File: src/rtl/out_bus_arbiter_pkg.sv
// out_bus_arbiter_pkg
// Shared types and constants for the outbound serial bus arbiter.
//   out_arb_state_t : arbiter FSM states
//   bus_src_t       : identity of the shift register that owns the bus
//   OUT_BUS_NUM_BYTES_DEFAULT : default number of bytes per transfer
package out_bus_arbiter_pkg;

    typedef enum logic [2:0] {
        IDLE    = 3'd0,
        SEND    = 3'd1,
        SHIFT   = 3'd2,
        RELEASE = 3'd3,
        DONE    = 3'd4
    } out_arb_state_t;

    typedef enum logic [1:0] {
        SRC_NONE = 2'd0,
        SRC_MAR  = 2'd1,
        SRC_MDR  = 2'd2,
        SRC_PC   = 2'd3
    } bus_src_t;

    localparam int OUT_BUS_NUM_BYTES_DEFAULT = 2;

endpackage

File: src/rtl/out_bus_watchdog.sv
// out_bus_watchdog
// Counts consecutive cycles the arbiter spends waiting on the Arduino
// handshake and flags a sticky error when the limit is reached.
// Ports:
//   clk, rst  : clock and synchronous active-high reset
//   active    : arbiter is in a handshake wait state (SEND or RELEASE)
//   restart   : arbiter state changes this cycle; the count starts over
//   expire    : this is the TIMEOUT_CYCLES-th consecutive wait cycle
//   error     : sticky timeout flag, cleared only by rst
module out_bus_watchdog #(
    parameter int TIMEOUT_CYCLES = 255
) (
    input  logic clk,
    input  logic rst,
    input  logic active,
    input  logic restart,
    output logic expire,
    output logic error
);

    localparam int W = (TIMEOUT_CYCLES > 1) ? $clog2(TIMEOUT_CYCLES) : 1;
    localparam logic [W-1:0] LIMIT_M1 = W'(TIMEOUT_CYCLES - 1);

    logic [W-1:0] cnt_r;
    logic         error_r;

    // Counter value N means N earlier wait cycles in the current state,
    // so the expiring cycle is the one that sees LIMIT-1.
    assign expire = active && (cnt_r == LIMIT_M1);
    assign error  = error_r;

    // Wait-cycle counter and sticky error flag.
    always_ff @(posedge clk) begin
        if (rst) begin
            cnt_r   <= '0;
            error_r <= 1'b0;
        end else begin
            if (!active || restart || expire) begin
                cnt_r <= '0;
            end else begin
                cnt_r <= cnt_r + W'(1);
            end
            if (expire) begin
                error_r <= 1'b1;
            end else begin
                error_r <= error_r;
            end
        end
    end

endmodule

File: src/rtl/out_bus_arbiter.sv
// out_bus_arbiter
// Arbitrates the CPU's 8-bit outbound serial bus between the MAR, MDR and
// PC shift registers (fixed priority MAR > MDR > PC), offers each byte to
// the Arduino with a valid/ready handshake, strobes the owner's shift-out
// between bytes and pulses a per-source done when the transfer completes.
// Optional build macro: OUT_BUS_TIMEOUT_EN adds a handshake watchdog that
// aborts a stalled transfer and raises a sticky error.
// Ports:
//   clk, rst                    : clock, synchronous active-high reset
//   req_mar/req_mdr/req_pc      : level requests from the control FSM
//   ard_receive_ready           : Arduino captured the offered byte (level)
//   bus_mar/bus_mdr/bus_pc      : one-hot bus select, all 0 when idle
//   *_shift_out                 : one-cycle shift strobe to the owner
//   byte_valid                  : a byte is being offered on out_bus
//   done_mar/done_mdr/done_pc   : one-cycle completion pulse
//   busy                        : a transfer is in progress
//   error                       : sticky handshake timeout
module out_bus_arbiter
    import out_bus_arbiter_pkg::*;
#(
    parameter int NUM_BYTES      = OUT_BUS_NUM_BYTES_DEFAULT,
    parameter int TIMEOUT_CYCLES = 255
) (
    input  logic clk,
    input  logic rst,
    input  logic req_mar,
    input  logic req_mdr,
    input  logic req_pc,
    input  logic ard_receive_ready,
    output logic bus_mar,
    output logic bus_mdr,
    output logic bus_pc,
    output logic mar_shift_out,
    output logic mdr_shift_out,
    output logic pc_shift_out,
    output logic byte_valid,
    output logic done_mar,
    output logic done_mdr,
    output logic done_pc,
    output logic busy,
    output logic error
);

    localparam int CNT_W = (NUM_BYTES > 1) ? $clog2(NUM_BYTES) : 1;
    localparam logic [CNT_W-1:0] LAST_CNT = CNT_W'(NUM_BYTES - 1);

    out_arb_state_t   state_r, state_s;
    bus_src_t         owner_r, owner_s;
    logic [CNT_W-1:0] cnt_r, cnt_s;
    logic             timeout_s;
    logic             sel_on_s;
    logic             shift_on_s;

`ifdef OUT_BUS_TIMEOUT_EN
    logic wait_s;
    logic restart_s;

    assign wait_s    = (state_r == SEND) || (state_r == RELEASE);
    assign restart_s = (state_s != state_r);

    out_bus_watchdog #(
        .TIMEOUT_CYCLES(TIMEOUT_CYCLES)
    ) u_watchdog (
        .clk    (clk),
        .rst    (rst),
        .active (wait_s),
        .restart(restart_s),
        .expire (timeout_s),
        .error  (error)
    );
`else
    // No watchdog: never abort, and error is constant 0. The limit is only
    // referenced so the parameter stays part of the interface.
    assign timeout_s = 1'b0;
    assign error     = (TIMEOUT_CYCLES < 1) & 1'b0;
`endif

    // State, owner and byte-count registers.
    always_ff @(posedge clk) begin
        if (rst) begin
            state_r <= IDLE;
            owner_r <= SRC_NONE;
            cnt_r   <= '0;
        end else begin
            state_r <= state_s;
            owner_r <= owner_s;
            cnt_r   <= cnt_s;
        end
    end

    // Next-state, owner and byte-count logic.
    always_comb begin
        state_s = state_r;
        owner_s = owner_r;
        cnt_s   = cnt_r;
        if (timeout_s) begin
            state_s = IDLE;
            owner_s = SRC_NONE;
            cnt_s   = '0;
        end else begin
            case (state_r)
                IDLE: begin
                    cnt_s = '0;
                    if (req_mar) begin
                        owner_s = SRC_MAR;
                        state_s = SEND;
                    end else if (req_mdr) begin
                        owner_s = SRC_MDR;
                        state_s = SEND;
                    end else if (req_pc) begin
                        owner_s = SRC_PC;
                        state_s = SEND;
                    end else begin
                        owner_s = SRC_NONE;
                        state_s = IDLE;
                    end
                end
                SEND: begin
                    if (ard_receive_ready) begin
                        state_s = SHIFT;
                    end else begin
                        state_s = SEND;
                    end
                end
                SHIFT: begin
                    state_s = RELEASE;
                end
                RELEASE: begin
                    // Waiting for ready to fall keeps one long ready level
                    // from being counted as two bytes.
                    if (ard_receive_ready) begin
                        state_s = RELEASE;
                    end else if (cnt_r == LAST_CNT) begin
                        state_s = DONE;
                    end else begin
                        cnt_s   = cnt_r + CNT_W'(1);
                        state_s = SEND;
                    end
                end
                DONE: begin
                    state_s = IDLE;
                end
                default: begin
                    state_s = IDLE;
                    owner_s = SRC_NONE;
                    cnt_s   = '0;
                end
            endcase
        end
    end

    // Output decode from registered state and owner only.
    always_comb begin
        sel_on_s   = 1'b0;
        shift_on_s = 1'b0;
        byte_valid = 1'b0;
        busy       = (state_r != IDLE);
        case (state_r)
            SEND: begin
                sel_on_s   = 1'b1;
                byte_valid = 1'b1;
            end
            SHIFT: begin
                sel_on_s   = 1'b1;
                // The last byte stays in place; never shift past it.
                shift_on_s = (cnt_r != LAST_CNT);
            end
            RELEASE: begin
                sel_on_s = 1'b1;
            end
            default: begin
                sel_on_s = 1'b0;
            end
        endcase
        bus_mar       = sel_on_s && (owner_r == SRC_MAR);
        bus_mdr       = sel_on_s && (owner_r == SRC_MDR);
        bus_pc        = sel_on_s && (owner_r == SRC_PC);
        mar_shift_out = shift_on_s && (owner_r == SRC_MAR);
        mdr_shift_out = shift_on_s && (owner_r == SRC_MDR);
        pc_shift_out  = shift_on_s && (owner_r == SRC_PC);
        done_mar      = (state_r == DONE) && (owner_r == SRC_MAR);
        done_mdr      = (state_r == DONE) && (owner_r == SRC_MDR);
        done_pc       = (state_r == DONE) && (owner_r == SRC_PC);
    end

endmodule

File: config.mk
export PLATFORM = sky130hd
export DESIGN_NAME = out_bus_arbiter
export DESIGN_NICKNAME = d
export VERILOG_FILES = /design/src/rtl/out_bus_arbiter_pkg.sv /design/src/rtl/out_bus_watchdog.sv /design/src/rtl/out_bus_arbiter.sv
export SDC_FILE = /design/constraint.sdc
export NUM_CORES = 1
export LEC_CHECK = 0
export ABC_AREA = 0
export CAP_MARGIN = 10
export CORE_UTILIZATION = 25
export CTS_CLUSTER_DIAMETER = 50
export DETAILED_ROUTE_END_ITERATION = 8
export PLACE_DENSITY = 0.54
export SLEW_MARGIN = 5
export SYNTH_ARGS = -nofsm -noshare
export SYNTH_HDL_FRONTEND = slang
export SYNTH_SLANG_ARGS = --single-unit
File: constraint.sdc
create_clock -name clk -period 3.2 [get_ports clk]
set_input_delay 0.64 -clock clk [delete_from_list [all_inputs] [get_ports clk]]
set_output_delay 0.64 -clock clk [all_outputs]
set_load 0.05 [all_outputs]
==> results of run 1 <==
==> final cells by class <==
cell class / instances / area share, %
Multi-Input combinational cell: 41 / 41.7
Tap cell: 15 / 3.40
Sequential cell: 6 / 21.8
Clock buffer: 3 / 4.08
Timing Repair Buffer: 16 / 29.0
==> report_power, final <==
group	total (W)	switching, W	internal, W	leakage [nW]
Sequential	0.0000862	0.00000690	0.0000793	0.0493
Combinational	0.0000554	0.0000333	0.0000221	0.127
Clock	0.0000703	0.0000278	0.0000425	0.0138
Total	0.000212	0.0000680	0.000144	0.190
==> worst min-delay path by stage <==
stage                       startpoint                     to  slack [ns]  cells past startpoint
finish              cnt_r$_SDFFE_PP0P_  state_r[2]$_SDFF_PP0_        0.49                      2
global route        cnt_r$_SDFFE_PP0P_  state_r[2]$_SDFF_PP0_        0.53                      2
CTS                 cnt_r$_SDFFE_PP0P_  state_r[2]$_SDFF_PP0_        0.50                      2
detailed placement  cnt_r$_SDFFE_PP0P_  state_r[2]$_SDFF_PP0_        0.49                      2
global placement    cnt_r$_SDFFE_PP0P_  state_r[2]$_SDFF_PP0_        0.50                      2
floorplan           cnt_r$_SDFFE_PP0P_  state_r[2]$_SDFF_PP0_        0.46                      2
==> flip-flops by register name, summed over array words and instances (netlist names) <==
name / flops
owner_r: 2
state_r: 3
cnt_r: 1
==> per-stage QoR <==
stage | instances | utilization, %
CTS | 81 | 40.9
floorplan | 51 | -
detailed placement | 78 | 39.2
global route | 81 | 40.9
finish | 81 | 40.9
global placement | 78 | 39.2
==> synth_stat cells <==
cell                       count  area (um^2)
sky130_fd_sc_hd__nor3_1        4         20.0
sky130_fd_sc_hd__nand2_1       5         18.8
sky130_fd_sc_hd__nor2b_1       2         12.5
sky130_fd_sc_hd__nor2_1        6         22.5
sky130_fd_sc_hd__buf_4         1         7.51
sky130_fd_sc_hd__and3b_1       1         8.76
sky130_fd_sc_hd__a211oi_1      1         7.51
sky130_fd_sc_hd__dfxtp_1       6          120
sky130_fd_sc_hd__buf_2         1         5.00
sky130_fd_sc_hd__o21ai_0       1         5.00
sky130_fd_sc_hd__nor4b_1       2         17.5
sky130_fd_sc_hd__nor3b_1       1         7.51
sky130_fd_sc_hd__and3_1        1         6.26
sky130_fd_sc_hd__o21bai_1      2         15.0
sky130_fd_sc_hd__nand3_1       3         15.0
sky130_fd_sc_hd__or3_1         2         12.5
sky130_fd_sc_hd__nand2b_1      3         18.8
sky130_fd_sc_hd__or4_1         1         7.51
sky130_fd_sc_hd__a21oi_2       1         8.76
sky130_fd_sc_hd__conb_1        1         3.75
sky130_fd_sc_hd__a21oi_1       3         15.0
sky130_fd_sc_hd__o21a_1        1         7.51
sky130_fd_sc_hd__buf_6         1         11.3
sky130_fd_sc_hd__clkbuf_1      1         3.75
==> layer usage <==
layer  vias to the layer above  share of wire [%]  GRT usage, %
li1                        210                  -             -
met1                       178                 47          13.7
met2                        17                 42          17.2
met3                         2                7.3          2.17
met4                         0                3.1          12.5
met5                         -                  0             0
==> placed cells by master, fill, tap and decap left out <==
cell type                          n
sky130_fd_sc_hd__or3_1             2
sky130_fd_sc_hd__nor2b_1           2
sky130_fd_sc_hd__o21ai_0           1
sky130_fd_sc_hd__a21oi_2           1
sky130_fd_sc_hd__clkbuf_4          3
sky130_fd_sc_hd__a211oi_1          1
sky130_fd_sc_hd__and3_1            1
sky130_fd_sc_hd__nand2b_1          3
sky130_fd_sc_hd__nand2_1           5
sky130_fd_sc_hd__nor3_1            4
sky130_fd_sc_hd__clkdlybuf4s50_1  16
sky130_fd_sc_hd__nor4b_1           2
sky130_fd_sc_hd__nor2_1            6
sky130_fd_sc_hd__nand3_1           3
sky130_fd_sc_hd__conb_1            1
sky130_fd_sc_hd__o21bai_1          2
sky130_fd_sc_hd__o21a_1            1
sky130_fd_sc_hd__or4_1             1
sky130_fd_sc_hd__nor3b_1           1
sky130_fd_sc_hd__a21oi_1           3
sky130_fd_sc_hd__and3b_1           1
sky130_fd_sc_hd__dfxtp_1           6
==> critical path, cell delays in order, from the launching register on <==
cell                              delay [ns]
sky130_fd_sc_hd__dfxtp_1                0.46
sky130_fd_sc_hd__nor4b_1                0.44
sky130_fd_sc_hd__and3_1                 0.21
sky130_fd_sc_hd__clkdlybuf4s50_1        0.79
==> cell families (layout without fill, tap and decap cells) <==
kind of cell / count (synthesis) / after routing / synth area share, %
buffers and inverters: 4 / 19 / 7.28
AO/OA/AOI/OAI: 9 / 9 / 15.6
other: 1 / 1 / 0.992
AND/OR/NAND/NOR: 31 / 31 / 44.4
flip-flops: 6 / 6 / 31.8
==> results.yml, run 1 <==
routing:
  num_vias: 407
  wl_per_cell_um: 10.0
  route.antenna.remaining_nets: 0
  detail_route.drc_violations: 0
  route.detailed.vias_per_inst: 5.02
  initialDrtViolationCount: 9
  postRouteWirelength_um: 811
  firstDrtPassIters: 3
cts:
  ctsHoldBuffers: 0
  numCtsBuffers: 3
  clock_tree_from_tritoncts: "done"
  cts.htree.levels: 1
  cts_root_buf: "sky130_fd_sc_hd__clkbuf_4"
  post_cts_buffers: 0
  cts.repair.resized: 0
  cts_num_sinks: 6
  cts_max_path_buffers: 2
  cts.reportedPaths.clkPinSlew_ns: 0.05
  clk-insertion-delay-late_ns: 0.24
worst_setup_path:
  setup.worst_path.class: "flop to output port"
  worstPathMaxFanout: 9
  crit_start: "state_r[1]$_SDFF_PP0_"
  r2r_start: "state_r[1]$_SDFF_PP0_"
  timing.critical_path.from_type: "flop"
  r2r_cells: 3
  crit_path_end_kind: "output port"
  critPathArrivalTime_ns: 2.15
  r2r_slack_ns: 1.76
  timing.critical_path.required_ns: 2.56
  crit_end: "pc_shift_out"
  r2r_end: "owner_r[1]$_SDFFE_PP0N_"
timing:
  finalCritPeriodShare_pct: 87.1
  clock-skew-final_ns: 0.000654
  finalCriticalPeriod_ns: 2.79
  layout_setup_ws_ns: 0.411
  setup_violations: 0
  final_hold_viol_count: 0
  timing.fmax_ghz: 0.359
  setup_repair_after_global_routing_missed_its_margin: "no"
  slew_viol_final: 0
  setup-tns-final_ns: 0
  hold-worst-slack_ns: 0.495
power:
  p_leak_nw: 0.190
  report.power.total_w: 0.000212
  vdd_ir_drop_max_mv: 0.117
  power-per-cell-area_mw_per_mm2: 384
status:
  outcome: "finished clean"
finish:
  finish.instance_area_um2: 552
  multi_input_comb_area_um2: 230
  final_net_count: 74
  diodes: 0
  sequential_cell_area_um2: 120
  drive_gt1_share_pct: 6.06
  area.growth.synth_to_final_pct: 46.0
  fillCellCount: 140
die:
  initial_utilization_pct: 28.0
  area_of_the_die_mm2: 0.00167
  floorplan.die.width_um: 40.9
  die_height_um: 40.9
  num_rows: 13
  core_area_mm2: 0.00135
  pin_count: 18
run:
  max-cap-violations: 0
synthesis:
  synthesis.area_per_instance_um2: 7.41
  yosysWarnings: 0
  ys_seq_area_share_pct: 31.8
  synth_nets: 57
  synth.lib_cells_used.distinct: 24
  synth_seq_cells: 6
  cells_after_synth: 51
  synth.cell_area_um2: 378
hold_path:
  hp-class: "flop to flop"
placed_design:
  place.detailed.hpwl_um: 600
  detailed_place.area_um2: 529
  finalWeightedCongestion: 0.717
  dp_slack_ns: 0.681
  numPortBuffers: 16
global_route:
  first_global_vias: 301
  grt.total_usage_pct: 11.8
  grt_start_max_net_pins: 14
  globalRoute.totalOverflow: 0
  global_route_wire_length_before_repair_mm: 1.24
  initial_antenna_violation_count: 0
Note: power is estimated with default switching activity, not from simulation.
==> run 2: changes to the inputs <==
--- a/config.mk
+++ b/config.mk
@@ -6,7 +6,7 @@
 export NUM_CORES = 1
 export LEC_CHECK = 0
 export ABC_AREA = 0
-export CAP_MARGIN = 10
+export CAP_MARGIN = 20
 export CORE_UTILIZATION = 25
 export CTS_CLUSTER_DIAMETER = 50
 export DETAILED_ROUTE_END_ITERATION = 8
==> results of run 2 <==
No change in the layout: final DEF, timing and power equal those of run 1.
==> run 3: changes to the inputs <==
--- a/config.mk
+++ b/config.mk
@@ -10,7 +10,9 @@
 export CORE_UTILIZATION = 25
 export CTS_CLUSTER_DIAMETER = 50
 export DETAILED_ROUTE_END_ITERATION = 8
-export PLACE_DENSITY = 0.54
+export DONT_BUFFER_PORTS = 1
+export GPL_ROUTABILITY_DRIVEN = 0
+export PLACE_DENSITY = 0.38
 export SLEW_MARGIN = 5
 export SYNTH_ARGS = -nofsm -noshare
 export SYNTH_HDL_FRONTEND = slang
==> results.yml, run 3 (synthesis results as in run 1) <==
finish:
  finalNonFillerCells: 73
  layout.cells.most_common_list: "8 x sky130_fd_sc_hd__buf_4, 6 x sky130_fd_sc_hd__nor2_1, 6 x sky130_fd_sc_hd__dfxtp_1"
  sequential_cell_area_um2: 120
  multi_input_comb_area_um2: 235
  final_core_util_pct: 33.8
  drive_gt1_share_pct: 22.4
  fillCellCount: 150
  diodes: 0
  top_regs: "state_r: 3 flops, owner_r: 2 flops, cnt_r: 1 flops"
  largest_register: "state_r"
  area.growth.synth_to_final_pct: 20.9
  final_net_count: 66
  largest_reg_flops: 3
  leading_cell_type_in_the_layout_fill_and_taps_excluded: "sky130_fd_sc_hd__buf_4"
status:
  outcome: "finished clean"
power:
  report.power.total_w: 0.000200
  p_leak_nw: 0.179
  vdd_ir_drop_max_mv: 0.146
  power-per-cell-area_mw_per_mm2: 438
hold_path:
  holdCritStartpoint: "rst"
  worstHoldPathCells: 1
  hp-class: "input pin to flop"
  worst_hold_path.endpoint: "owner_r[1]$_SDFFE_PP0N_"
placed_design:
  placed_cells: 70
  numPortBuffers: 0
  place.detailed.hpwl_um: 684
  dp_slack_ns: 1.12
routing:
  num_vias: 375
  initialDrtViolationCount: 8
  firstDrtPassIters: 4
  postRouteWirelength_um: 877
  wl_per_cell_um: 12.0
  detail_route.drc_violations: 0
  route.antenna.remaining_nets: 0
  route.detailed.vias_per_inst: 5.14
cts:
  ctsHoldBuffers: 0
  cts.repair.resized: 0
  cts.reportedPaths.clkPinSlew_ns: 0.04
  cts_root_buf: "sky130_fd_sc_hd__clkbuf_4"
  cts_max_path_buffers: 2
  clk-insertion-delay-late_ns: 0.25
  numCtsBuffers: 3
  cts_num_sinks: 6
  post_cts_buffers: 0
  cts.htree.levels: 1
  clock_tree_from_tritoncts: "done"
global_route:
  first_global_vias: 304
  initial_antenna_violation_count: 0
  global_route_wire_length_before_repair_mm: 1.28
  globalRoute.totalOverflow: 0
  grt.total_usage_pct: 12.4
  grt_start_max_net_pins: 14
die:
  pin_count: 18
  floorplan.die.width_um: 40.9
  num_rows: 13
  area_of_the_die_mm2: 0.00167
  die_height_um: 40.9
  core_area_mm2: 0.00135
  initial_utilization_pct: 28.0
worst_setup_path:
  crit_path_end_kind: "output port"
  r2r_cells: 3
  setup.worst_path.class: "flop to output port"
  r2r_end: "owner_r[1]$_SDFFE_PP0N_"
  r2r_slack_ns: 1.49
  timing.critical_path.from_type: "flop"
  crit_start: "state_r[1]$_SDFF_PP0_"
  timing.critical_path.required_ns: 2.56
  r2r_start: "state_r[2]$_SDFF_PP0_"
  worstPathMaxFanout: 9
  critPathArrivalTime_ns: 1.69
timing:
  slew_headroom_pct: 44.6
  finalCritPeriodShare_pct: 72.9
  clock-skew-final_ns: 0.00401
  finalCriticalPeriod_ns: 2.33
  slew_viol_final: 0
  final_hold_viol_count: 0
  timing.fmax_ghz: 0.429
  layout_setup_ws_ns: 0.868
  setup-tns-final_ns: 0
  worstMarginPinSlew_ns: 0.827
  setup_violations: 0
  setup_repair_after_global_routing_missed_its_margin: "no"
run:
  max-cap-violations: 0
run 3: cell types whose count changed in the layout (fill, tap and decap cells not counted):
cell | before | now
sky130_fd_sc_hd__buf_4 | 0 | 8
sky130_fd_sc_hd__clkdlybuf4s50_1 | 16 | 0
sky130_fd_sc_hd__nor3b_1 | 1 | 0
sky130_fd_sc_hd__nor3b_2 | 0 | 1
run 3: cell type report:
type / instances / area share (%)
clock buffer: 3 / 4.93
tap: 15 / 4.11
multi-input combinational: 41 / 51.5
sequential: 6 / 26.3
timing repair buffer: 8 / 13.2
run 3: where the power goes:
| group | internal, W | leakage, nW | switching, W | total [W] |
|---|---|---|---|---|
| combinational | 0.0000122 | 0.116 | 0.0000302 | 0.0000424 |
| sequential | 0.0000793 | 0.0493 | 0.00000713 | 0.0000864 |
| clock | 0.0000425 | 0.0138 | 0.0000288 | 0.0000714 |
| total | 0.000134 | 0.179 | 0.0000662 | 0.000200 |
run 3: critical path, cell delays in order (launching register included):
cell and delay, ns:
sky130_fd_sc_hd__dfxtp_1 0.46, sky130_fd_sc_hd__nor4b_1 0.44, sky130_fd_sc_hd__and3_1 0.55
run 3: how the worst max path moves through the flow:
| stage | end | slack [ns] | cells after the start |
|---|---|---|---|
| 6_report | pc_shift_out | 0.87 | 2 |
| 5_1_grt | pc_shift_out | 0.72 | 2 |
| 4_1_cts | pc_shift_out | 0.84 | 2 |
| 3_3_place_gp | pc_shift_out | 1.17 | 2 |
| 2_1_floorplan | byte_valid | 0.89 | 2 |
| 3_5_place_dp | pc_shift_out | 1.12 | 2 |
run 3: metrics by stage:
stage	hold slack [ns]	area, um^2
2_1_floorplan	0.456	378
3_3_place_gp	0.489	434
3_5_place_dp	0.488	434
4_1_cts	0.439	457
5_1_grt	0.441	457
6_report	0.453	457
run 3: routing by layer:
layer	global-route usage, %	up-vias	share of wire, %
li1	-	193	-
met1	14.9	165	46
met2	17.2	17	43
met3	4.89	0	11
met4	10.0	0	0
met5	0	-	0
